## config.mk

```make
export PLATFORM = sky130hd
export DESIGN_NAME = fifo_rd_ptr_ctrl_flat
export DESIGN_NICKNAME = d
export VERILOG_FILES = /design/src/rtl/fifo_pkg.sv /design/src/rtl/fifo_rd_ptr_ctrl_if.sv /design/src/rtl/fifo_gray2bin.sv /design/src/rtl/fifo_rd_ptr_ctrl.sv /design/src/flat_wrapper.sv
export SDC_FILE = /design/constraint.sdc
export NUM_CORES = 1
export LEC_CHECK = 0
export CAP_MARGIN = 10
export CORE_MARGIN = 3
export CORE_UTILIZATION = 45
export DETAILED_ROUTE_END_ITERATION = 8
export PLACE_DENSITY = 0.86
export SYNTH_ARGS = -nofsm -noshare
export SYNTH_HDL_FRONTEND = slang
export SYNTH_SLANG_ARGS = --single-unit
export TNS_END_PERCENT = 30
```

## constraint.sdc

```tcl
create_clock -name rclk -period 3 [get_ports rclk]
set_clock_uncertainty 0.15 [all_clocks]
set_input_delay 0.6 -clock rclk [delete_from_list [all_inputs] [get_ports rclk]]
set_output_delay 0.6 -clock rclk [all_outputs]
set_load 0.02 [all_outputs]
```

## src/rtl/fifo_pkg.sv

```systemverilog
// Shared FIFO pointer helpers: default address width and Gray/binary conversions.
// Used by both the read-side and write-side pointer controllers.
package fifo_pkg;

    localparam int DEF_ADDR_W = 3;
    localparam int FN_W       = 32;

    function automatic logic [FN_W-1:0] bin2gray(input logic [FN_W-1:0] b);
        return b ^ (b >> 1);
    endfunction

    // Each binary bit is the XOR of all Gray bits at or above it
    function automatic logic [FN_W-1:0] gray2bin(input logic [FN_W-1:0] g);
        logic [FN_W-1:0] b;
        b = '0;
        for (int i = 0; i < FN_W; i++) begin
            b[i] = ^(g >> i);
        end
        return b;
    endfunction

endpackage

```

## src/rtl/fifo_rd_ptr_ctrl_if.sv

```systemverilog
// Read-side pointer controller bus: read request, synchronised write pointer, flags.
// master = FIFO consumer side, slave = fifo_rd_ptr_ctrl.
interface fifo_rd_ptr_ctrl_if
    import fifo_pkg::*;
#(
    parameter int ADDR_W = DEF_ADDR_W
);
    logic              rinc;
    logic [ADDR_W:0]   rq2_wptr;
    logic              runderflow_clr;
    logic [ADDR_W-1:0] raddr;
    logic [ADDR_W:0]   rptr_gray;
    logic              rempty;
    logic              ralmost_empty;
    logic [ADDR_W:0]   rlevel;
    logic              runderflow;

    modport master (
        output rinc, rq2_wptr, runderflow_clr,
        input  raddr, rptr_gray, rempty, ralmost_empty, rlevel, runderflow
    );

    modport slave (
        input  rinc, rq2_wptr, runderflow_clr,
        output raddr, rptr_gray, rempty, ralmost_empty, rlevel, runderflow
    );
endinterface

```

## src/rtl/fifo_gray2bin.sv

```systemverilog
// Combinational Gray-to-binary converter, width-parametrised; shared by read and write pointer logic.
// Zero latency, no backpressure.
module fifo_gray2bin #(
    parameter int W = 4
) (
    input  logic [W-1:0] i_gray,
    output logic [W-1:0] o_bin
);
    for (genvar i = 0; i < W; i++) begin : g_bit
        assign o_bin[i] = ^i_gray[W-1:i];
    end
endmodule

```

## src/rtl/fifo_rd_ptr_ctrl.sv

```systemverilog
// Async-FIFO read pointer controller: binary/Gray read pointer, empty/almost-empty/level flags, 1-cycle registered.
// Reads while empty are dropped; optional sticky underflow flag under macro FIFO_RD_UNDERFLOW_EN.
module fifo_rd_ptr_ctrl
    import fifo_pkg::*;
#(
    parameter int ADDR_W    = DEF_ADDR_W,
    parameter int AE_THRESH = 1
) (
    input  logic                rclk,
    input  logic                rrst_n,
    fifo_rd_ptr_ctrl_if.slave   rd_if
);
    localparam logic [ADDR_W:0] AE_T = (ADDR_W+1)'(AE_THRESH);

    logic [ADDR_W:0] r_bin;
    logic [ADDR_W:0] r_gray;
    logic            r_empty;
    logic            r_almost_empty;
    logic [ADDR_W:0] r_level;

    logic            w_fire;
    logic [ADDR_W:0] w_bin_next;
    logic [ADDR_W:0] w_gray_next;
    logic [ADDR_W:0] w_wbin;
    logic [ADDR_W:0] w_level_next;

    fifo_gray2bin #(.W(ADDR_W+1)) u_wptr_g2b (
        .i_gray (rd_if.rq2_wptr),
        .o_bin  (w_wbin)
    );

    assign w_fire       = rd_if.rinc & ~r_empty;
    assign w_bin_next   = r_bin + {{ADDR_W{1'b0}}, w_fire};
    assign w_gray_next  = w_bin_next ^ (w_bin_next >> 1);
    // Modulo subtraction keeps the level right across the pointer wrap
    assign w_level_next = w_wbin - w_bin_next;

    always_ff @(posedge rclk or negedge rrst_n) begin
        if (!rrst_n) begin
            r_bin          <= '0;
            r_gray         <= '0;
            r_empty        <= 1'b1;
            r_almost_empty <= 1'b1;
            r_level        <= '0;
        end else begin
            r_bin          <= w_bin_next;
            r_gray         <= w_gray_next;
            r_empty        <= (w_gray_next == rd_if.rq2_wptr);
            r_almost_empty <= (w_level_next <= AE_T);
            r_level        <= w_level_next;
        end
    end

`ifdef FIFO_RD_UNDERFLOW_EN
    logic r_underflow;

    // Set has priority over a clear in the same cycle
    always_ff @(posedge rclk or negedge rrst_n) begin
        if (!rrst_n) begin
            r_underflow <= 1'b0;
        end else if (rd_if.rinc & r_empty) begin
            r_underflow <= 1'b1;
        end else if (rd_if.runderflow_clr) begin
            r_underflow <= 1'b0;
        end
    end

    assign rd_if.runderflow = r_underflow;
`else
    assign rd_if.runderflow = 1'b0;
`endif

    assign rd_if.raddr         = r_bin[ADDR_W-1:0];
    assign rd_if.rptr_gray     = r_gray;
    assign rd_if.rempty        = r_empty;
    assign rd_if.ralmost_empty = r_almost_empty;
    assign rd_if.rlevel        = r_level;

endmodule

```

## src/flat_wrapper.sv

```systemverilog
// flat-port wrapper written by rule: the top's interface ports become plain ports
module fifo_rd_ptr_ctrl_flat import fifo_pkg::*;
#(
    parameter int ADDR_W    = DEF_ADDR_W,
    parameter int AE_THRESH = 1
)
  (rclk, rrst_n, rd_if_rinc, rd_if_rq2_wptr, rd_if_runderflow_clr, rd_if_raddr, rd_if_rptr_gray, rd_if_rempty, rd_if_ralmost_empty, rd_if_rlevel, rd_if_runderflow);
  fifo_rd_ptr_ctrl_if #(.ADDR_W(ADDR_W)) rd_if_i ();
  input  logic rclk;
  input  logic rrst_n;
  input wire logic [$bits(rd_if_i.rinc)-1:0] rd_if_rinc;
  input wire logic [$bits(rd_if_i.rq2_wptr)-1:0] rd_if_rq2_wptr;
  input wire logic [$bits(rd_if_i.runderflow_clr)-1:0] rd_if_runderflow_clr;
  output wire logic [$bits(rd_if_i.raddr)-1:0] rd_if_raddr;
  output wire logic [$bits(rd_if_i.rptr_gray)-1:0] rd_if_rptr_gray;
  output wire logic [$bits(rd_if_i.rempty)-1:0] rd_if_rempty;
  output wire logic [$bits(rd_if_i.ralmost_empty)-1:0] rd_if_ralmost_empty;
  output wire logic [$bits(rd_if_i.rlevel)-1:0] rd_if_rlevel;
  output wire logic [$bits(rd_if_i.runderflow)-1:0] rd_if_runderflow;
  assign rd_if_i.rinc = rd_if_rinc;
  assign rd_if_i.rq2_wptr = rd_if_rq2_wptr;
  assign rd_if_i.runderflow_clr = rd_if_runderflow_clr;
  assign rd_if_raddr = rd_if_i.raddr;
  assign rd_if_rptr_gray = rd_if_i.rptr_gray;
  assign rd_if_rempty = rd_if_i.rempty;
  assign rd_if_ralmost_empty = rd_if_i.ralmost_empty;
  assign rd_if_rlevel = rd_if_i.rlevel;
  assign rd_if_runderflow = rd_if_i.runderflow;
  fifo_rd_ptr_ctrl #(.ADDR_W(ADDR_W), .AE_THRESH(AE_THRESH)) u_core (.rclk(rclk), .rrst_n(rrst_n), .rd_if(rd_if_i));
endmodule
```

Word-level counts from Yosys, hierarchy flattened

Index checks and enable logic that the tools add are counted.
Widths: inputs -> output; s select.

Register bits after elaboration: 14
Input bits: 8
Output and inout bits: 14
Logic and storage cells: 15

Add/subtract/negate cells: 2
Order comparisons: 1
Equality and inequality tests: 1
Bitwise logic cells: 3
Reductions and logical operators: 3

Operators with widths:

| operator           | count |
|---|---|
| $add 4x1->4        | 1 |
| $eq 4x4->1         | 1 |
| $le 4x1->1 const B | 1 |
| $reduce_xor 4->1   | 1 |
| $sub 4x4->4        | 1 |
| $xor 4x3->4        | 1 |
| $reduce_xor 3->1   | 1 |
| $reduce_xor 2->1   | 1 |
| $and 1x1->1        | 1 |
| $not 1->1          | 1 |

Depth between registers and ports, before layout

Word-level depth: 5
Depth in mapped cells: 9
Gate-level depth less buffers: 9

By module

A second synthesis with hierarchy kept.

Cells, all modules: 56
Area, all modules: 684.4 µm²

Modules (own cells, without submodules):

| module           | instances | cells an instance | area each (µm²) | sequential area each (µm²) |
|---|---|---|---|---|
| fifo_rd_ptr_ctrl | 1         | 51                | 634.4           | 327.8 |
| fifo_gray2bin    | 1         | 5                 | 50.0            | 0.0 |

Worst setup path after synthesis

OpenSTA, ideal clock, no wires.

Path type: input port to flip-flop
Start point: input rd_if_rinc
End point: register u_core.r_almost_empty, in the netlist u_core.rd_if.ralmost_empty
Library setup time: 0.080 ns
Arrival time: 2.295 ns
Required time: 2.770 ns
Path slack: 0.475 ns
Stages: 9
Buffers on the path: 1
Cell sequence: nor2b_1 > ha_1 > ha_1 > buf_6 > xor2_1 > ha_1 > and2_2 > or3_1 > o2111a_1

Longest elaborated chain between the ends: 4

RTL lines:

| item                           | line                   | RTL |
|---|---|---|
| start, declared                | flat_wrapper.sv:11     | `input wire logic [$bits(rd_if_i.rinc)-1:0] rd_if_rinc;` |
| $and 1x1->1                    | fifo_rd_ptr_ctrl.sv:32 | `assign w_fire = rd_if.rinc & ~r_empty;` |
| $add 4x1->4                    | fifo_rd_ptr_ctrl.sv:33 | `assign w_bin_next = r_bin + {{ADDR_W{1'b0}}, w_fire};` |
| named net u_core.w_bin_next[1] | fifo_rd_ptr_ctrl.sv:22 | `logic [ADDR_W:0] w_bin_next;` |
| $sub 4x4->4                    | fifo_rd_ptr_ctrl.sv:36 | `assign w_level_next = w_wbin - w_bin_next;` |
| $le 4x1->1                     | fifo_rd_ptr_ctrl.sv:49 | `r_almost_empty <= (w_level_next <= AE_T);` |
| end signal, assigned           | fifo_rd_ptr_ctrl.sv:49 |  |
| end, declared                  | fifo_rd_ptr_ctrl.sv:18 | `logic r_almost_empty;` |

The timed path passes the listed nets, and every way through them passes these cells.

Worst setup path in the final report

Start point: input rd_if_rq2_wptr[2]
End point: register u_core.r_almost_empty, in the netlist u_core.rd_if.ralmost_empty

Longest elaborated chain between the ends: 3
Elaborated cells on any way between the ends: 5
Those cells by class: add/sub: 1; order compare: 1; reduce/logical: 3

RTL lines:

| item                                           | line                   | RTL |
|---|---|---|
| start, declared                                | flat_wrapper.sv:12     | `input wire logic [$bits(rd_if_i.rq2_wptr)-1:0] rd_if_rq2_wptr;` |
| $reduce_xor 4->1, or another cell as far along | fifo_gray2bin.sv:10    | `assign o_bin[i] = ^i_gray[W-1:i];` |
| $sub 4x4->4 *                                  | fifo_rd_ptr_ctrl.sv:36 |  |
| $le 4x1->1 *                                   | fifo_rd_ptr_ctrl.sv:49 |  |

Mark *: on every way between the ends. The rest lies on a longest branch, timed or not.

==> metrics.md <==
| Metric | Value |
|---|---|
| Post-CTS setup buffers | `0` |
| CP Launch Type | `primary input` |
| CP Max Fanout | `3` |
| Layout cells sized above 1 | `18.1%` |
| Crit path largest cell delay | `550 ps` |
| Worst path cell trace | `clkdlybuf4s50_1, xor2_2, xnor2_1, xor2_1, ha_1, inv_1, ha_1, and2_2, or3_1, o2111a_1` |
| I/O Pins | `22` |
| Logic pwr share | `65.4%` |
| CTS Buf Count | `3` |
| Async SR Flop Fraction | `100%` |
| Root buf cell | `clkbuf_4` |
| CP dominant cell by count | `ha_1` |
| Final Hold Vio Count | `0` |
| Tcrit/Tclk final | `91.7%` |
| Outcome | `finished, final reports clean` |
| Fin util | `65.7%` |
| Longest Clk Path Bufs | `2` |
| IO Port Bufs | `19` |
| Num Clock Sinks | `13` |
| Via count | `551` |
| DR vias/cell | `5.01` |
| Pleak | `0.000444 uW` |
| Cells after Synth | `68` |
| VDD IR max | `0.548 mV` |
| Synth unique cells | `28` |
| Cts hold-fix bufs | `0` |
| Post-layout nets | `107` |
| Layout area overhead | `34.2%` |
| Largest net degree at the start of global routing | `14` |
| Clock Pin Slew Worst Setup and Hold Paths | `80 ps` |
| Ys Warns | `0` |
| Int Pwr | `723 uW` |
| RSZ-0062 raised after global routing | `false` |
| Hold Path Class | `reg2reg` |
| WS Path Type | `in2reg` |
| Full die area | `2200 sq um` |
| Part of the power in registers | `25.9%` |
| Critical Path AT | `2810 ps` |
| Clock Power Share | `8.7%` |
| Tightest Pin Transition | `570 ps` |
| Avg Synthesized Cell Area | `11.1 sq um` |
| Psw | `535 uW` |
| Total grt overflow | `0` |
| Worst-Skew Late Latency | `280 ps` |
| Max-Cap Viols | `0` |
| Worst rel slew slack | `61.9%` |
| Fmax | `363 MHz` |
| CTS resizes | `0` |
| Initial Util | `48.9%` |
| CTS tree | `yes` |
| Drt drc | `0` |
| Post-layout minimum cycle time | `2750 ps` |
| Mapped cell area | `754 sq um` |
| Post-synth EDFFs | `0` |
| Avg WL per Cell | `13.1 um` |
| Pwr dens | `1240 nW/um^2` |
| Synthesized Nets | `80` |
| Vias in the first global route | `589` |
| FF+latch count, synth | `13` |
| Antenna cell count | `0` |
| Routability cong. | `0.736` |
| Slowest CP cell | `clkdlybuf4s50_1` |
| Fin cells | `110` |
| First-pass GRT wire length | `2400 um` |
| Crit end category | `flop` |
| Final setup viols | `0` |
| Pins Over Slew Limit | `0` |
| Overall die height | `46.9 um` |
| Placed Cells | `106` |
| Core ar. | `1540 sq um` |
| Drt first pass iters | `2` |
| Register area share after synthesis | `43.4%` |
| Switching portion of total power | `42.5%` |
| Post-route ant nets | `0` |
| Final WL | `1440 um` |
| WP data required | `3060 ps` |
| Top FF cell, synth | `dfrtp_1` |
| Die width | `46.9 um` |
| Initial drt markers | `2` |
| Initial antenna violation count | `0` |
| # rows | `14` |
| H-tree Lvls | `1` |
| DP Wirelength | `1150 um` |
| Total global-route track usage | `16.1%` |
metal layers:
layer / vias up / global-route usage (%) / wire length (um)
li1: 278 / - / -
met1: 256 / 17.7 / 621
met2: 13 / 26.8 / 735
met3: 4 / 1.15 / 38
met4: 0 / 15.5 / 45
met5: - / 0 / 0
worst max-delay path, delay by kind of cell:
kind | cells | cell delay (ps)
buf+inv | 2 | 610
xor+xnor | 3 | 550
fa+ha+maj | 2 | 400
simple gates | 2 | 510
compound gates | 1 | 130
logic make-up (layout without fill, tap and decap cells):
| logic type | Yosys count | in the layout | synth area share [%] |
|---|---|---|---|
| flip-flops | 13 | 13 | 43.4 |
| AND/OR/NAND/NOR | 16 | 16 | 9.95 |
| adder cells (fa/ha/maj) | 6 | 6 | 9.45 |
| XOR/XNOR | 16 | 16 | 19.6 |
| multiplexers | 2 | 2 | 2.82 |
| other | 1 | 1 | 0.497 |
| buffers and inverters | 7 | 33 | 5.14 |
| AO/OA/AOI/OAI | 7 | 7 | 9.12 |
synthesized netlist by cell type, types with 2 or more instances:
master | n | area (sq um)
a211oi_1 | 2 | 15.0
dfrtp_1 | 11 | 275
dfstp_2 | 2 | 52.6
ha_1 | 4 | 50.1
inv_1 | 4 | 15.0
nand2_1 | 5 | 18.8
nor2_1 | 5 | 18.8
nor2b_1 | 2 | 12.5
xnor2_1 | 8 | 70.1
xor2_1 | 7 | 61.3
per-stage QoR:
| step | TNS, ps | instance area [sq um] | setup WS [ps] | hold slack [ps] | power (uW) |
|---|---|---|---|---|---|
| final | 0 | 1010 | 248 | 433 | 1260 |
| after global routing | 0 | 1010 | 135 | 467 | 1370 |
| after CTS | 0 | 1010 | 243 | 426 | 1270 |
| after detailed placement | -46.6 | 986 | -46.6 | 413 | 1160 |
| after global placement | -1.85 | 986 | -1.85 | 404 | 1130 |
| after floorplan | 0 | 754 | 475 | 154 | 888 |
final cells by class:
cell class	instances	area, sq um
Timing Repair Buffer	25	235
Multi-Input combinational cell	48	388
Fill cell	114	529
Clock buffer	4	26.3
Inverter	4	15.0
Tap cell	16	20.0
Sequential cell	13	328
power by group through the flow:
stage          combinational, uW  clock (uW)  sequential, uW
2_1_floorplan                471           0             418
3_3_place_gp                 807           0             325
3_5_place_dp                 828           0             331
4_1_cts                      832         115             327
5_1_grt                      912         121             339
6_report                     823         110             326
cells in the final DEF, fill, tap and decap left out, types with 2 or more instances in the layout:
cell type | synthesis | routed
dfrtp_1 | 11 | 11
buf_4 | 1 | 6
nand2_1 | 5 | 5
nor2_1 | 5 | 5
xnor2_1 | 8 | 8
a211oi_1 | 2 | 2
inv_1 | 4 | 4
ha_1 | 4 | 4
xor2_1 | 7 | 7
nor2b_1 | 2 | 2
dfstp_2 | 2 | 2
clkbuf_4 | 0 | 3
clkdlybuf4s50_1 | 0 | 19
path summary, 6_finish.rpt:
| path | from | endpoint | slack (ps) | depth (start not counted) |
|---|---|---|---|---|
| max | rd_if_rq2_wptr[2] | u_core.rd_if.ralmost_empty | 250 | 10 |
| min | u_core.r_bin[0] | u_core.r_bin[0] | 430 | 1 |
| max reg2reg | u_core.rd_if.rempty | u_core.rd_if.ralmost_empty | 640 | 8 |
| min reg2reg | u_core.r_bin[0] | u_core.r_bin[0] | 430 | 1 |
| max in group asynchronous | rrst_n | u_core.rd_if.ralmost_empty | 1790 | 1 |
| min in group asynchronous | rrst_n | u_core.r_bin[0] | 530 | 1 |
state kept, by name, summed over array words and instances, names as in the netlist:
name,count
u_core.r_bin,4
u_core.rd_if.ralmost_empty,1
u_core.rd_if.rlevel,4
u_core.rd_if.rptr_gray,3
u_core.rd_if.rempty,1
Power figures use the tool's default switching activity.
